===== config.mk =====
export PLATFORM = sky130hd
export DESIGN_NAME = instr_fetch_unit
export DESIGN_NICKNAME = d
export VERILOG_FILES = /design/src/rtl/fetch_pkg.sv /design/src/rtl/fetch_pc_reg.sv /design/src/rtl/instr_fetch_unit.sv
export SDC_FILE = /design/constraint.sdc
export NUM_CORES = 1
export LEC_CHECK = 0
export CORE_ASPECT_RATIO = 1.1
export CORE_UTILIZATION = 30
export DETAILED_ROUTE_END_ITERATION = 12
export GPL_TIMING_DRIVEN = 0
export PLACE_DENSITY_LB_ADDON = 0.2
export SKIP_LAST_GASP = 1
export SYNTH_ARGS = -nofsm -noshare
export SYNTH_HDL_FRONTEND = slang
export SYNTH_HIERARCHICAL = 1
export SYNTH_SLANG_ARGS = --single-unit

===== constraint.sdc =====
create_clock -name clk -period 2.8 [get_ports clk]
set_input_delay 0.42 -clock clk [delete_from_list [all_inputs] [get_ports clk]]
set_output_delay 0.42 -clock clk [all_outputs]
set_load 0.005 [all_outputs]

===== src/rtl/fetch_pkg.sv =====
// Shared types and constants for the instruction fetch stage.
package fetch_pkg;

  typedef enum logic [1:0] {
    IDLE  = 2'd0,
    FETCH = 2'd1,
    HOLD  = 2'd2,
    FAULT = 2'd3
  } fetch_state_t;

  localparam logic [31:0] INSTR_BYTES = 32'd4;
  localparam logic [31:0] NOP_INSTR   = 32'h0000_0013;

endpackage


===== src/rtl/fetch_pc_reg.sv =====
// Fetch program counter plus the shadow target used while a squashed request drains.
module fetch_pc_reg
  import fetch_pkg::*;
#(
  parameter logic [31:0] RESET_PC = 32'h0000_0000
) (
  input  logic        clk,
  input  logic        rst_n,
  input  logic        incr,
  input  logic        load,
  input  logic        shadow_wr,
  input  logic        consume,
  input  logic [31:0] target,
  output logic [31:0] pc,
  output logic        drop
);

  logic [31:0] pc_reg;
  logic [31:0] shadow_reg;
  logic        drop_reg;

  always_ff @(posedge clk) begin
    if (!rst_n) begin
      pc_reg     <= RESET_PC;
      shadow_reg <= '0;
      drop_reg   <= 1'b0;
    end else begin
      if (load)
        pc_reg <= target;
      else if (consume)
        pc_reg <= shadow_reg;
      else if (incr)
        pc_reg <= pc_reg + INSTR_BYTES;  // wraps modulo 2^32

      // A newer redirect simply overwrites the pending target.
      if (shadow_wr) begin
        shadow_reg <= target;
        drop_reg   <= 1'b1;
      end else if (load || consume) begin
        drop_reg   <= 1'b0;
      end
    end
  end

  assign pc   = pc_reg;
  assign drop = drop_reg;

endmodule


===== src/rtl/instr_fetch_unit.sv =====
// Fetch stage: req/ack word fetches from imem, valid/ready hand-off to decode, redirects.
module instr_fetch_unit
  import fetch_pkg::*;
#(
  parameter logic [31:0] RESET_PC = 32'h0000_0000
) (
  input  logic        clk,
  input  logic        rst_n,
  output logic        imem_req,
  output logic [31:0] imem_addr,
  input  logic        imem_ack,
  input  logic [31:0] imem_rdata,
  output logic        instr_valid,
  output logic [31:0] instr,
  output logic [31:0] instr_pc,
  input  logic        instr_ready,
  input  logic        redirect,
  input  logic [31:0] redirect_pc,
  output logic        misaligned_fault
);

  fetch_state_t state_reg;
  logic         valid_reg;
  logic [31:0]  instr_reg;
  logic [31:0]  instr_pc_reg;
  logic         fault_reg;

  logic [31:0]  pc;
  logic         drop;
  logic         in_fetch;
  logic         fetch_ack;
  logic         redir_ok;
  logic         redir_bad;
  logic         pc_load;
  logic         shadow_wr;
  logic         consume;
  logic         incr;

  assign in_fetch  = (state_reg == FETCH);
  assign fetch_ack = in_fetch && imem_ack;
  assign redir_ok  = (state_reg != FAULT) && redirect && (redirect_pc[1:0] == 2'b00);
  assign redir_bad = (state_reg != FAULT) && redirect && (redirect_pc[1:0] != 2'b00);

  // pc may only move once the outstanding request (if any) has been acked.
  assign pc_load   = redir_ok && (!in_fetch || imem_ack);
  assign shadow_wr = redir_ok && in_fetch && !imem_ack;
  assign consume   = fetch_ack && !redirect && drop;
  assign incr      = fetch_ack && !redirect && !drop;

  fetch_pc_reg #(
    .RESET_PC (RESET_PC)
  ) u_pc (
    .clk       (clk),
    .rst_n     (rst_n),
    .incr      (incr),
    .load      (pc_load),
    .shadow_wr (shadow_wr),
    .consume   (consume),
    .target    (redirect_pc),
    .pc        (pc),
    .drop      (drop)
  );

  always_ff @(posedge clk) begin
    if (!rst_n) begin
      state_reg    <= IDLE;
      valid_reg    <= 1'b0;
      instr_reg    <= NOP_INSTR;
      instr_pc_reg <= '0;
      fault_reg    <= 1'b0;
    end else if (redir_bad) begin
      state_reg <= FAULT;
      valid_reg <= 1'b0;
      fault_reg <= 1'b1;
    end else begin
      case (state_reg)
        IDLE: state_reg <= FETCH;
        FETCH: begin
          if (incr) begin
            instr_reg    <= imem_rdata;
            instr_pc_reg <= pc;
            valid_reg    <= 1'b1;
            state_reg    <= HOLD;
          end
        end
        HOLD: begin
          if (redirect || instr_ready) begin
            valid_reg <= 1'b0;
            state_reg <= FETCH;
          end
        end
        FAULT: begin
          state_reg <= FAULT;
          valid_reg <= 1'b0;
        end
      endcase
    end
  end

  assign imem_req         = in_fetch;
  assign imem_addr        = pc;
  assign instr_valid      = valid_reg;
  assign instr            = instr_reg;
  assign instr_pc         = instr_pc_reg;
  assign misaligned_fault = fault_reg;

endmodule

# Word-level counts from Yosys, hierarchy flattened
# Index checks and enable logic that the tools add are counted.
dict set report classes {
  n_shift 0
  n_mux 12
  bitwise 2
  multipliers 0
  div 0
  reduce_logical 27
  magnitude_cmp 0
  eq_ne 8
  add_sub_neg 1
}
# op count
set ops {}
lappend ops {{32-bit two-way mux} 3}
lappend ops {{32-bit by 3-bit adder with 32-bit output (second input constant)} 1}
lappend ops {{1-bit logical AND} 10}
lappend ops {{2-bit case mux with 4 select lines} 1}
lappend ops {{2-bit two-way mux} 3}
lappend ops {{3-bit AND reduction} 2}
lappend ops {{3-bit nonzero test} 2}
lappend ops {{2-bit equality test (second input constant)} 2}
lappend ops {{1-bit logical NOT} 4}
lappend ops {{2-bit logical NOT} 2}
lappend ops {{1-bit two-way mux} 4}
lappend ops {{2-bit != test (second input constant)} 2}
lappend ops {{2-bit nonzero test} 2}
lappend ops {{1-bit logical OR} 3}
lappend ops {{3-bit by 1-bit != test with 1-bit output (second input constant)} 1}
lappend ops {{3-bit != test (second input constant)} 1}
lappend ops {{1-bit case mux with 3 select lines} 1}
lappend ops {{2-bit by 1-bit equality test with 1-bit output (second input constant)} 1}
lappend ops {{2-bit by 1-bit != test with 1-bit output (second input constant)} 1}
lappend ops {{1-bit NOT} 2}
lappend ops {{2-bit AND reduction} 1}
lappend ops {{2-bit OR reduction} 1}
dict set report totals {
  ram_bits 0
  rom_bits 0
  memories 0
  latchBits 0
  in_bits 69
  register_bits 133
  out_inout_bits 99
}

# Logic depth before layout (Yosys ltp)
# Gate-level depths: netlist of run 1.
dict set report depth {
  word_depth 7
  mapped_depth 12
  depth_no_buf 8
}

# Cells and area by module
# Netlist of run 1, hierarchy kept.
# mod instances area_per_inst_um2 cells_each
set by_module_without_submodules {}
lappend by_module_without_submodules {fetch_pc_reg 1 3539.6 419}
lappend by_module_without_submodules {instr_fetch_unit 1 2795.2 303}

# Least setup slack after synthesis of run 1
# Ideal clock, no wire load.
dict set report synth_path {
  path_type {input to register}
  start {input redirect}
  end {register u_pc.pc_reg[29], in the netlist u_pc/pc[29]}
  setup_slack_ns 0.463
  t_arrival_ns 2.204
  setup_ns 0.134
  n_path_buf 5
  path_stages 12
  required_time_ns 2.666
  path_cell_list {and4bb_4 > nor2b_4 > buf_6 > buf_8 > buf_8 > clkbuf_1 > buf_2 > nor3b_1 > a21oi_1 > nor2_1 > a21oi_1 > o22ai_1}
}
# element line
set synth_rtl {}
lappend synth_rtl {{start, declared} instr_fetch_unit.sv:17} ;# input logic redirect,
lappend synth_rtl {{1-bit logical NOT} instr_fetch_unit.sv:48} ;# assign incr = fetch_ack && !redirect && !drop;
lappend synth_rtl {{1-bit logical AND (2 in series)} instr_fetch_unit.sv:48}
lappend synth_rtl {{net incr} instr_fetch_unit.sv:37} ;# logic incr;
lappend synth_rtl {{3-bit nonzero test (no source line)} --}
lappend synth_rtl {{end signal, assigned} fetch_pc_reg.sv:29} ;# pc_reg <= target;
lappend synth_rtl {{end signal, assigned} fetch_pc_reg.sv:31} ;# pc_reg <= shadow_reg;
lappend synth_rtl {{end signal, assigned} fetch_pc_reg.sv:33} ;# pc_reg <= pc_reg + INSTR_BYTES;
lappend synth_rtl {{end, declared} fetch_pc_reg.sv:18} ;# logic [31:0] pc_reg;
# The timed path passes the listed nets, and every way through them passes these cells.
# A chain may end at the register's enable or synchronous reset.

# Final worst setup path of run 1
dict set report layout_path {
  start {input redirect}
  end {register u_pc.pc_reg[4], in the netlist u_pc/pc[4]}
}
# The elaborated chain is that of the path after synthesis.

==> summary.txt, run 1 <==
Clock network
  – CTS tree: yes
  – Post-CTS Hold Fix Bufs: 0
  – H-tree Lvls: 4
  – Root Driver: clkbuf_16
  – Total clock sinks: 133
  – Worst-path clk slew: 0.06 ns
  – CTS Buffer Depth: 2
  – Num CTS Buffers: 17
  – Worst-Skew Late Latency: 0.42 ns

Finish
  – Share of cells above drive strength 1: 0.0804
  – Area Growth Syn to Fin: 40.7%
  – Nets: 977
  – N_diodes: 0
  – Final core occ: 0.432
  – Fillers: 2067

STA
  – Final hold violation count: 0
  – Actual slew at the worst max-slew pin: 0.793 ns
  – Pins Over Slew Limit: 0
  – Post-route clock skew: 0.00794 ns
  – Slew margin rel.: 0.471
  – Fin crit period: 2.69 ns
  – Setup TNS Final: 0 ns
  – Fmax: 372 MHz
  – # setup viols final: 0
  – Final Cycle Share: 0.959
  – Worst hold margin: 0.451 ns
  – RSZ-0062 raised after global routing: yes

Logic synthesis
  – Post-Syn Nets: 792
  – Top cell type's share of synthesized area: 0.420
  – Async set or reset register ratio after synthesis: 0
  – Mapped Cells: 722
  – Mean Syn Cell Area: 8.77 sq um
  – Ys flop type: dfxtp_1
  – Synth Warn #: 6
  – Synth cell types: 64
  – Flops & latches, synth: 133
  – Area contributors post-synth: dfxtp_1 (42%), mux2i_1 (16%), nand2_1 (8.4%)
  – Leading area contributor after synthesis: dfxtp_1
  – Synth Cell Area: 6330 sq um
  – Sequential area share after synthesis: 0.420
  – Number of flops mapped to enable cells by yosys: 0

Worst hold path
  – Hold Path Sink: instr[11]$_SDFFE_PN0P_
  – Hold Path Class: reg2reg
  – Hold path depth: 2
  – Min-delay src: instr[11]$_SDFFE_PN0P_

Detailed routing
  – Residual DRC count: 0
  – DRT Wirelength: 20500 microns
  – Post-route ant nets: 0
  – Avg Vias per Cell: 5.05
  – Met2 WL post-DR: 9460 microns
  – Initial DRC count: 418
  – Top sig layer: met4
  – Detailed Routing Iterations Pass 1: 5
  – WL/cell: 17.4 microns
  – Via count: 5939
  – Post-Route M1 WL: 9580 microns
  – Met3 wire length: 1190 microns

Global routing
  – Total GRT Usage: 0.191
  – GRT overflow: 0
  – Pin count of the biggest net entering global routing: 17
  – Vias in the first global route: 5572
  – First-pass GRT wire length: 31700 microns
  – Initial antenna violation count: 0

Critical path
  – RR Endpoint: u_pc/pc[28]$_SDFFE_PN0P_
  – R2R setup slack: 0.22 ns
  – Max incr delay on CP: 0.49 ns
  – CP endpoint kind: register
  – Cell mode on critical path: buf_8
  – CP Launch Type: primary input
  – CP max stage cell: clkdlybuf4s50_1
  – CP Cell Sequence: clkdlybuf4s50_1, and4bb_4, nor2b_4, buf_6, buf_8, buf_8, or3_1, clkbuf_2, nor2_1, a211oi_1
  – Worst EP arrival: 3.01 ns
  – CP max FO: 13
  – Critical path class: in2reg
  – R2R cell count: 9
  – Reg2reg start: state_reg[1]$_SDFFE_PN0P_
  – WP data required: 3.12 ns

Flow run
  – Max-cap violations: 0

Placement
  – HPWL after DPL: 14700 microns
  – Port buffer count: 167
  – GPL Wtd Cong: 0.796

Power
  – Reg power frac: 0.427
  – PD cells: 531 nW/um^2
  – Combinational power share: 0.113
  – Pint: 0.00354 W
  – Lkg Pwr: 3.13 nW
  – Worst vdd ir: 0.400 mV
  – Clock power frac: 0.460
  – Net Switching: 0.00119 W
  – Switching Share: 0.251

Run status
  – Status: finished, final reports clean

Floorplan
  – Die span in x: 141 microns
  – Initial core utilization: 0.307
  – Die Area: 21700 sq um
  – Core ar.: 20600 sq um
  – Num rows: 55
  – I/O pins: 168
  – Die H: 154 microns
## repair_timing
action | 4_1_cts | 5_1_grt
buffers inserted | 0 | 0
cloned | 0 | 0
resized for setup | 4 | 10
endpoints found under the setup margin | 18 | 15
pin swaps | 0 | 1
## power groups by stage
stage,Sequential [W],Combinational (W),Clock (W)
finish,0.00202,0.000535,0.00217
global route,0.00203,0.000579,0.00231
CTS,0.00202,0.000536,0.00223
detailed placement,0.00206,0.000532,0
global placement,0.00206,0.000531,0
floorplan,0.00205,0.000241,0
## critical path, delay by kind of cell
kind / cells / cell delay, ns
simple gates: 4 / 1.03
compound gates: 1 / 0.21
buf+inv: 5 / 1.33
## kinds of logic (layout without fill, tap and decap cells)
kind of cell / count (synthesis) / in the layout / synth area share
AOI/OAI and AO/OA: 122 / 122 / 0.124
xor gates and xnor gates: 14 / 14 / 0.0194
adders and majority gates: 1 / 1 / 0.00197
buffers and inverters: 66 / 264 / 0.0547
DFF: 133 / 133 / 0.420
muxes: 103 / 103 / 0.163
and+or+nand+nor: 283 / 283 / 0.217
## per-stage QoR
| step | power, W | cells | setup WS (ns) | instance area, sq um |
|---|---|---|---|---|
| after floorplan | 0.00229 | 722 | 0.463 | 6330 |
| after global placement | 0.00259 | 1145 | -0.650 | 8330 |
| after detailed placement | 0.00260 | 1145 | -0.654 | 8330 |
| after CTS | 0.00479 | 1176 | 0.00705 | 8900 |
| after global routing | 0.00492 | 1176 | -0.0254 | 8910 |
| final | 0.00473 | 1176 | 0.115 | 8910 |
## worst max path at each step
stage	start	end	slack (ns)	cells past startpoint
5_1_grt	redirect	u_pc/pc[19]$_SDFFE_PN0P_	-0.03	11
4_1_cts	redirect	u_pc/pc[29]$_SDFFE_PN0P_	0.007	13
2_1_floorplan	redirect	u_pc/pc[29]$_SDFFE_PN0P_	0.46	12
6_report	redirect	u_pc/pc[4]$_SDFFE_PN0P_	0.11	10
3_5_place_dp	redirect	u_pc/pc[4]$_SDFFE_PN0P_	-0.65	11
3_3_place_gp	redirect	u_pc/pc[28]$_SDFFE_PN0P_	-0.65	11
## cell usage in the layout, fill, tap and decap left out, drive strengths merged, types with 17 or more instances in the layout
cell	n
clkdlybuf4s50	167
nand2	142
dfxtp	133
mux2i	103
nor2	56
clkbuf	53
a21oi	44
o21ai	25
buf	21
nand3	17
## synthesized netlist by cell type (all sizes together), types with 2 or more instances
cell type  instances
nand2            142
dfxtp            133
mux2i            103
nor2              56
a21oi             44
clkbuf            35
o21ai             25
buf               21
nand3             17
and3              10
inv               10
nand4              8
nor3b              8
nor4               8
xnor2              8
nand2b             7
nor3               7
o211ai             7
a211oi             6
and4               6
xor2               6
o22ai              5
o31a               5
a31oi              4
nor2b              4
o21a               4
o221ai             4
o2bb2ai            4
nand3b             3
and2               2
o211a              2
o311ai             2
## final cells by class
class / count / area (sq um) / area share
inverters: 10 / 37.5 / 0.00421
well taps: 256 / 320 / 0.0359
flip-flops and latches: 133 / 2660 / 0.299
multi-input cells: 523 / 3340 / 0.375
repair buffers: 167 / 1670 / 0.188
plain buffers: 55 / 315 / 0.0354
clock buffers: 19 / 433 / 0.0486
clock inverters: 13 / 135 / 0.0152
## routing by layer
layer,track usage,up-vias
li1,-,2901
met1,0.258,2820
met2,0.307,204
met3,0.0390,14
met4,0.0575,0
met5,0,-
Power figures use the tool's default switching activity.
==> run 2, diff against run 1 <==
- HOLD_SLACK_MARGIN: not set -> 0.03
- SLEW_MARGIN: not set -> 20
==> results of run 2 <==
Final layout, timing and power as in run 1 (identical DEF).
==> run 3, diff against run 2 <==
- CTS_CLUSTER_DIAMETER: not set -> 120
- clock period: 2.8 -> 3.3 ns (I/O delays scaled with it)
==> summary.txt, run 3 (same netlist as run 1, synthesis figures left out) <==
Critical path
  – Worst EP arrival: 3.46 ns
  – Critical path class: in2reg
  – WP data required: 3.62 ns
  – CP max stage cell: clkbuf_1
  – CP Cell Sequence: clkdlybuf4s50_1, and4bb_4, nor2b_4, buf_6, buf_8, buf_8, or3_1, clkbuf_1, clkbuf_1, nor2_1, a211oi_1
  – CP endpoint kind: register
  – Max incr delay on CP: 0.53 ns
  – CP Launch Type: primary input
  – Largest delay share family, worst path: buffers and inverters
  – Buf/Inv on CP: 6
  – CP max FO: 13

Floorplan
  – Initial core utilization: 0.307
  – Die span in x: 141 microns
  – Num rows: 55
  – Core ar.: 20600 sq um
  – I/O pins: 168
  – Die Area: 21700 sq um
  – Die H: 154 microns

Placement
  – HPWL after DPL: 14700 microns
  – Placed inst area: 8330 sq um
  – Placed cell count: 1145
  – GPL Wtd Cong: 0.796
  – Port buffer count: 167

Power
  – Worst vdd ir: 0.341 mV
  – PD cells: 451 nW/um^2
  – Lkg Pwr: 3.12 nW

Detailed routing
  – Via count: 5919
  – Detailed Routing Iterations Pass 1: 5
  – Post-route ant nets: 0
  – DRT Wirelength: 20500 microns
  – Avg Vias per Cell: 5.03
  – WL/cell: 17.4 microns
  – Residual DRC count: 0
  – Initial DRC count: 370

Worst hold path
  – Hold Path Class: reg2reg

Global routing
  – Vias in the first global route: 5579
  – First-pass GRT wire length: 31700 microns
  – Total GRT Usage: 0.191
  – Initial antenna violation count: 0
  – Pin count of the biggest net entering global routing: 17
  – GRT overflow: 0

STA
  – Pins Over Slew Limit: 0
  – Slew margin rel.: 0.451
  – Fin crit period: 3.14 ns
  – Post-route clock skew: 0.00804 ns
  – # setup viols final: 0
  – Fmax: 318 MHz
  – RSZ-0062 raised after global routing: no
  – Setup TNS Final: 0 ns
  – Final Cycle Share: 0.952
  – Actual slew at the worst max-slew pin: 0.817 ns
  – Final hold violation count: 0

Finish
  – Commonest non-fill, non-tap cell in the layout: clkdlybuf4s50_1
  – Most frequent cells in the layout: clkdlybuf4s50_1 (167), nand2_1 (141), dfxtp_1 (133)
  – Share of cells above drive strength 1: 0.0727
  – Nets: 978
  – Area Growth Syn to Fin: 40.4%
  – Post-route insts no fill: 1177
  – Post-layout instance area: 8890 sq um
  – N_diodes: 0

Run status
  – Status: finished, final reports clean

Clock network
  – CTS Buffer Depth: 2
  – CTS tree: yes
  – Total clock sinks: 133
  – H-tree Lvls: 4
  – Post-CTS Hold Fix Bufs: 0
  – Post-CTS Setup Bufs: 0
  – Num CTS Buffers: 17
  – Root Driver: clkbuf_16
  – Post-CTS resize count: 0
  – Worst-Skew Late Latency: 0.42 ns
  – Worst-path clk slew: 0.06 ns

Flow run
  – Max-cap violations: 0
[run 3: changes by cell type in the layout (fill, tap and decap cells not counted), sizes merged]
cell    change
clkbuf      +1
[run 3: worst paths after layout]
| check | cells past startpoint | slack (ns) | from | endpoint |
|---|---|---|---|---|
| setup / recovery | 11 | 0.16 | redirect | u_pc/pc[4]$_SDFFE_PN0P_ |
| hold / removal | 2 | 0.45 | instr[11]$_SDFFE_PN0P_ | instr[11]$_SDFFE_PN0P_ |
| setup reg to reg | 10 | 0.43 | state_reg[0]$_SDFFE_PN0P_ | u_pc/pc[4]$_SDFFE_PN0P_ |
| hold reg to reg | 2 | 0.45 | instr[11]$_SDFFE_PN0P_ | instr[11]$_SDFFE_PN0P_ |
[run 3: report_power, final]
part,internal (W),total [W],switching [W]
combinational,0.000242,0.000452,0.000209
clock,0.00111,0.00184,0.000734
sequential,0.00165,0.00171,0.0000607
total,0.00301,0.00401,0.00100
[run 3: cell type report]
| cell class | instances | area (sq um) |
|---|---|---|
| fillers | 2068 | 11800 |
| repair buffers | 167 | 1670 |
| multi-input cells | 523 | 3330 |
| well taps | 256 | 320 |
| plain buffers | 56 | 309 |
| inverters | 10 | 37.5 |
| clock buffers | 19 | 433 |
| flip-flops and latches | 133 | 2660 |
| clock inverters | 13 | 135 |
[run 3: metrics by stage]
step	hold WS, ns	setup WS [ns]	power, W	utilization
floorplan	0.451	0.888	0.00194	-
global placement	0.442	-0.225	0.00220	0.403
detailed placement	0.447	-0.229	0.00220	0.403
CTS	0.457	0.200	0.00406	0.431
global route	0.465	0.0427	0.00417	0.431
finish	0.451	0.158	0.00401	0.431
[run 3: per-layer routing]
metal | vias up | GRT usage | routed length (microns)
met5 | - | 0 | 0
met3 | 15 | 0.0390 | 1090
met2 | 205 | 0.307 | 9450
met1 | 2797 | 0.257 | 9670
li1 | 2902 | - | -
met4 | 0 | 0.0575 | 261
[run 3: worst reg2reg max path: stages (launching register included)]
cell      delay, ns
dfxtp_1        0.43
and4bb_4       0.31
nor2b_4        0.16
buf_6          0.12
buf_8          0.17
buf_8          0.19
or3_1          0.12
clkbuf_1       0.44
clkbuf_1       0.53
nor2_1         0.08
a211oi_1       0.23
